[src/rtl/sfm_op_pipe.sv]
// sfm_op_pipe: elastic valid/ready register stages placed before/after/around a combinational
// softmax datapath operator. Define SFM_OP_PIPE_PERF_CNT_EN to add the stall_cnt_o counter.

package sfm_pkg;
  typedef enum logic [1:0] {
    BEFORE = 2'd0,
    AFTER  = 2'd1,
    AROUND = 2'd2
  } regs_config_t;
endpackage

module sfm_op_stage #(
  parameter int unsigned W = 8
) (
  input  logic         clk_i,
  input  logic         rst_ni,
  input  logic         clear_i,
  input  logic         up_valid_i,
  output logic         up_ready_o,
  input  logic [W-1:0] up_data_i,
  output logic         dn_valid_o,
  input  logic         dn_ready_i,
  output logic [W-1:0] dn_data_o
);
  logic         valid_q, valid_d;
  logic [W-1:0] data_q, data_d;

  assign up_ready_o = ~valid_q | dn_ready_i;

  // Clear drops valid but keeps data; data only moves on a handshake.
  always_comb begin
    valid_d = valid_q;
    data_d  = data_q;
    if (clear_i) begin
      valid_d = 1'b0;
    end else if (up_ready_o) begin
      valid_d = up_valid_i;
      if (up_valid_i) begin
        data_d = up_data_i;
      end else begin
        data_d = data_q;
      end
    end else begin
      valid_d = valid_q;
    end
  end

  // Stage state register.
  always_ff @(posedge clk_i or negedge rst_ni) begin
    if (!rst_ni) begin
      valid_q <= 1'b0;
      data_q  <= '0;
    end else begin
      valid_q <= valid_d;
      data_q  <= data_d;
    end
  end

  assign dn_valid_o = valid_q;
  assign dn_data_o  = data_q;
endmodule

module sfm_op_pipe #(
  parameter int unsigned           DATA_W     = 32,
  parameter int unsigned           RES_W      = 16,
  parameter int unsigned           TAG_W      = 4,
  parameter int unsigned           NUM_REGS   = 2,
  parameter sfm_pkg::regs_config_t REG_CONFIG = sfm_pkg::AROUND
) (
  input  logic              clk_i,
  input  logic              rst_ni,
  input  logic              clear_i,
  input  logic              in_valid_i,
  output logic              in_ready_o,
  input  logic [DATA_W-1:0] in_data_i,
  input  logic [TAG_W-1:0]  in_tag_i,
  output logic [DATA_W-1:0] dp_op_o,
  input  logic [RES_W-1:0]  dp_res_i,
  output logic              out_valid_o,
  input  logic              out_ready_i,
  output logic [RES_W-1:0]  out_res_o,
  output logic [TAG_W-1:0]  out_tag_o
`ifdef SFM_OP_PIPE_PERF_CNT_EN
  ,
  output logic [31:0]       stall_cnt_o
`endif
);
  localparam int unsigned NB = (REG_CONFIG == sfm_pkg::BEFORE) ? NUM_REGS :
                               (REG_CONFIG == sfm_pkg::AFTER)  ? 32'd0 : (NUM_REGS / 32'd2);
  localparam int unsigned NA = NUM_REGS - NB;
  localparam int unsigned BW = DATA_W + TAG_W;
  localparam int unsigned AW = RES_W + TAG_W;

  // Index 0 of each chain is its input side; index N is its output side.
  logic          b_vld_s [NB+1];
  logic          b_rdy_s [NB+1];
  logic [BW-1:0] b_dat_s [NB+1];
  logic          a_vld_s [NA+1];
  logic          a_rdy_s [NA+1];
  logic [AW-1:0] a_dat_s [NA+1];

  assign b_vld_s[0]  = in_valid_i;
  assign b_dat_s[0]  = {in_data_i, in_tag_i};
  assign dp_op_o     = b_dat_s[NB][BW-1:TAG_W];
  assign a_vld_s[0]  = b_vld_s[NB];
  assign a_dat_s[0]  = {dp_res_i, b_dat_s[NB][TAG_W-1:0]};
  assign b_rdy_s[NB] = a_rdy_s[0];
  assign a_rdy_s[NA] = out_ready_i;

  for (genvar i = 0; i < NB; i++) begin : g_before
    sfm_op_stage #(.W(BW)) u_stage (
      .clk_i      (clk_i),
      .rst_ni     (rst_ni),
      .clear_i    (clear_i),
      .up_valid_i (b_vld_s[i]),
      .up_ready_o (b_rdy_s[i]),
      .up_data_i  (b_dat_s[i]),
      .dn_valid_o (b_vld_s[i+1]),
      .dn_ready_i (b_rdy_s[i+1]),
      .dn_data_o  (b_dat_s[i+1])
    );
  end

  for (genvar i = 0; i < NA; i++) begin : g_after
    sfm_op_stage #(.W(AW)) u_stage (
      .clk_i      (clk_i),
      .rst_ni     (rst_ni),
      .clear_i    (clear_i),
      .up_valid_i (a_vld_s[i]),
      .up_ready_o (a_rdy_s[i]),
      .up_data_i  (a_dat_s[i]),
      .dn_valid_o (a_vld_s[i+1]),
      .dn_ready_i (a_rdy_s[i+1]),
      .dn_data_o  (a_dat_s[i+1])
    );
  end

  assign out_valid_o = a_vld_s[NA];
  assign out_tag_o   = a_dat_s[NA][TAG_W-1:0];

  if (NUM_REGS != 32'd0) begin : g_regs
    // The clear cycle always accepts (and discards) the input beat.
    assign in_ready_o = clear_i | b_rdy_s[0];
  end else begin : g_comb
    assign in_ready_o = b_rdy_s[0];
  end

  if ((NA == 32'd0) && (NUM_REGS != 32'd0)) begin : g_res_gated
    // Result comes straight from the unreset datapath, so force it low in reset.
    assign out_res_o = rst_ni ? a_dat_s[NA][AW-1:TAG_W] : '0;
  end else begin : g_res_direct
    assign out_res_o = a_dat_s[NA][AW-1:TAG_W];
  end

`ifdef SFM_OP_PIPE_PERF_CNT_EN
  logic [31:0] stall_cnt_q, stall_cnt_d;

  // Saturating count of cycles where the output is offered but not taken.
  always_comb begin
    stall_cnt_d = stall_cnt_q;
    if (clear_i) begin
      stall_cnt_d = 32'd0;
    end else if (out_valid_o && !out_ready_i && (stall_cnt_q != 32'hFFFF_FFFF)) begin
      stall_cnt_d = stall_cnt_q + 32'd1;
    end else begin
      stall_cnt_d = stall_cnt_q;
    end
  end

  // Stall counter register.
  always_ff @(posedge clk_i or negedge rst_ni) begin
    if (!rst_ni) begin
      stall_cnt_q <= 32'd0;
    end else begin
      stall_cnt_q <= stall_cnt_d;
    end
  end

  assign stall_cnt_o = stall_cnt_q;
`endif
endmodule

[config.mk]
export PLATFORM = sky130hd
export DESIGN_NAME = sfm_op_pipe
export DESIGN_NICKNAME = d
export VERILOG_FILES = /design/src/rtl/sfm_op_pipe.sv
export SDC_FILE = /design/constraint.sdc
export NUM_CORES = 1
export LEC_CHECK = 0
export ABC_AREA = 0
export CAP_MARGIN = 10
export CORE_AREA = 2 2 92 94
export DETAILED_ROUTE_END_ITERATION = 6
export DIE_AREA = 0 0 94 96
export PLACE_DENSITY = 0.73
export REMOVE_ABC_BUFFERS = 1
export SYNTH_ARGS = -nofsm -noshare
export SYNTH_HDL_FRONTEND = slang
export SYNTH_SLANG_ARGS = --single-unit
[constraint.sdc]
create_clock -name clk_i -period 1.6 [get_ports clk_i]
set_input_delay 0.32 -clock clk_i [delete_from_list [all_inputs] [get_ports clk_i]]
set_output_delay 0.32 -clock clk_i [all_outputs]
set_load 0.01 [all_outputs]
==> impl_results.md <==
- Per-cell routed wire length: about 14 um
- Period utilization: 96.70%
- GRT Total Usage: ~12%
- Final instance area: 3846 um^2
- Final hold vios: 0
- Top cell type's share of synthesized area: 59.46%
- Synth top area cells: dfrtp_1 59%, mux2_2 16%, mux2_4 12%
- Leakage: 1.728 nW
- Vias per inst: 4.255
- Die width: 94 um
- Hold crit path type: in2reg
- CTS buffer count: 9
- Antenna cells: 0
- Post-synth EDFFs: 0
- WP buf/inv: 2
- Register area: about 1500 um^2
- Crit-path slowest cell: dfrtp_1
- I/O pin count: 111
- Commonest cells in the netlist: 58 x dfrtp_1, 35 x mux2_2, 20 x buf_4, 20 x mux2_4, 3 x buf_8
- Largest net degree at the start of global routing: 59
- Data arrival, critical path: about 1800 ps
- Remaining Overflow, GRT: 0
- Overall routed net length: 5.148 mm
- Outcome: finished, final reports clean
- Max stage delay on crit path: 370 ps
- Synth Cell Area: between 2000 and 2500 um^2
- Placement Cell Area: between 3000 and 4000 um^2
- Setup Skew: around 8.7 ps
- Met3 Track Usage GR: ~4.2%
- GR Util met1: 14.81%
- Net total in the final layout: between 300 and 400
- Starting Density: between 30% and 40%
- Met2 GRT Util: 17.38%
- Max-Cap Viols: 0
- Layout cells sized above 1: roughly a third
- Total power per unit cell area: roughly 1100 nW/um^2
- Final min period: 1547 ps
- Iteration count of the initial detailed-routing pass: 2
- Setup-failing EPs final: 0
- Latest clock arrival within the worst-skew pair: around 330 ps
- Count of yosys warnings during synthesis: 0
- Yosys reg bits: 58
- CTS root buf: clkbuf_8
- Site row count: 33
- Gate Count Post-Synth: around 150
- Post-Layout Cell Count: 364
- Delay-heaviest family, CP: flip-flops
- Dpl hpwl: 3.647 mm
- Placed cells: 346
- Worst path cell trace: nor2b_4 -> buf_4 -> nor3b_4 -> buf_12 -> mux2_2
- Core area: between 8000 and 9000 um^2
- Top_reg_cell synth: dfrtp_1
- Critical path start-end classification: reg2reg
- CP Capture Type: register
- Fill count: 734
- GPL Wtd Cong: 0.6295
- CTS tree: built
- CTS clk-pin slew, worst paths: 70 ps
- Seq/Total Area, Yosys: between 50% and 60%
- FMAX: 646.3 MHz
- Layer with the highest usage: met2
- Total vias in the final route: 1,549
- Vias in the first global route: about 1.6k
- Iter 0 DRT Violations: 15
- WP data required: 1810 ps
- Worst-margin pin slew: 307.1 ps
- Die area: 9024 um^2
- Rel. slew slack: 79.53%
- PortBufs: 110
- Post-route antenna net violation count: 0
- DRC: 0
- Syn_area_per_cell: 16.49 um^2
- Global-route wire length before repair: 7.900 mm
- Final setup margin: 52.81 ps
- Yosys cell types: 15
- Async SR Flop Fraction: 100.0%
- RSZ-0062 raised after global routing: true
- Initial antenna violation count: 0
- Most frequent cell after synthesis: dfrtp_1
- Yosys top cell by area: dfrtp_1
- Crit Path Max Fanout: 16
- Clock sink count: 58
- H-tree depth: 3
- Dpl ws: -430.4 ps
- Max Root-Sink Buffers: 2
- Multi-input logic area: roughly 810 um^2
- Max-slew violation count: 0
- CP startpoint kind: register
- Die height: 96 um
- Peak VDD IR: 571.7 uV
- Synthesis-to-layout area growth: 57.56%
-- routing by layer --
metal  share of wire [%]  up-vias
met1                  43      783
met3                 6.8        6
met2                  49       59
li1                    -      701
met5                   0        -
met4                 1.3        0
-- registers in the layout, indices dropped and copies added (netlist names) --
signal                       cells
g_after.u_stage.dn_data_o       20
g_after.u_stage.dn_valid_o       1
g_before.u_stage.dn_data_o      36
g_before.u_stage.dn_valid_o      1
-- cell families after synthesis --
group           after synthesis  synth area share (%)
flops                        58                 59.46
mux                          56                 28.91
buf+inv                      25                 8.406
simple gates                  7                 2.358
compound gates                2                0.8713
-- power by group --
part | total, mW | internal (mW) | switching (mW)
sequential | 1.86 | 1.73 | 0.131
clock | 1.39 | 0.837 | 0.552
combinational | 1.17 | 0.793 | 0.378
-- worst register-to-register path: stages, from the launching register on --
cell	delay, ps
dfrtp_1	370
nor2b_4	130
buf_4	150
nor3b_4	240
buf_12	190
mux2_2	350
-- area by class of cell --
class                      instances  area share, %
clock buffer                      13          4.392
clock inverter                     2         0.9109
multi-input combinational         65          21.08
sequential                        58          37.74
tap                              105          3.416
timing repair buffer             121          32.47
-- worst paths after layout --
check / start / end / slack, ps / depth (start not counted)
worst max-delay path: g_after[0].u_stage.dn_valid_o$_DFFE_PN0P_ / g_after[0].u_stage.dn_data_o[9]$_DFFE_PN0P_ / 50 / 5
max in group asynchronous: rst_ni / g_before[0].u_stage.dn_data_o[17]$_DFFE_PN0P_ / 810 / 3
min in group asynchronous: rst_ni / g_after[0].u_stage.dn_data_o[7]$_DFFE_PN0P_ / 540 / 3
worst min-delay path: out_ready_i / g_before[0].u_stage.dn_valid_o$_DFFE_PN0P_ / 450 / 4
worst min register to register: g_before[0].u_stage.dn_data_o[24]$_DFFE_PN0P_ / g_before[0].u_stage.dn_data_o[24]$_DFFE_PN0P_ / 500 / 1
worst max register to register: g_after[0].u_stage.dn_valid_o$_DFFE_PN0P_ / g_after[0].u_stage.dn_data_o[9]$_DFFE_PN0P_ / 50 / 5
-- metrics by stage --
stage / power, mW / utilization, % / hold slack [ps] / TNS, ps
2_1_floorplan: 2.313 / - / 24.41 / -17110
3_3_place_gp: 3.040 / 44.23 / 350.0 / -17790
3_5_place_dp: 3.067 / 44.23 / 354.6 / -19170
4_1_cts: 4.501 / 46.99 / 460.4 / 0
5_1_grt: 4.668 / 47.77 / 480.2 / 0
6_report: 4.416 / 47.77 / 451.3 / 0
-- cells in the final DEF, fill, tap and decap left out, drive strengths merged, types with 2 or more instances in the layout --
cell type and instances:
clkdlybuf4s50 95, dfrtp 58, mux2 56, clkbuf 13, buf 12, dlymetal6s2s 11
nor2 2, dlygate4sd2 2
-- repair_timing --
item | 4_1_cts | 5_1_grt
buffers inserted | 1 | 1
setup endpoints to repair | 32 | 45
endpoints found under the hold margin | 23 | 0
hold buffers | 1 | 0
pin swaps | 0 | 1
resized for setup | 8 | 18
Note: power is estimated with default switching activity, not from simulation.
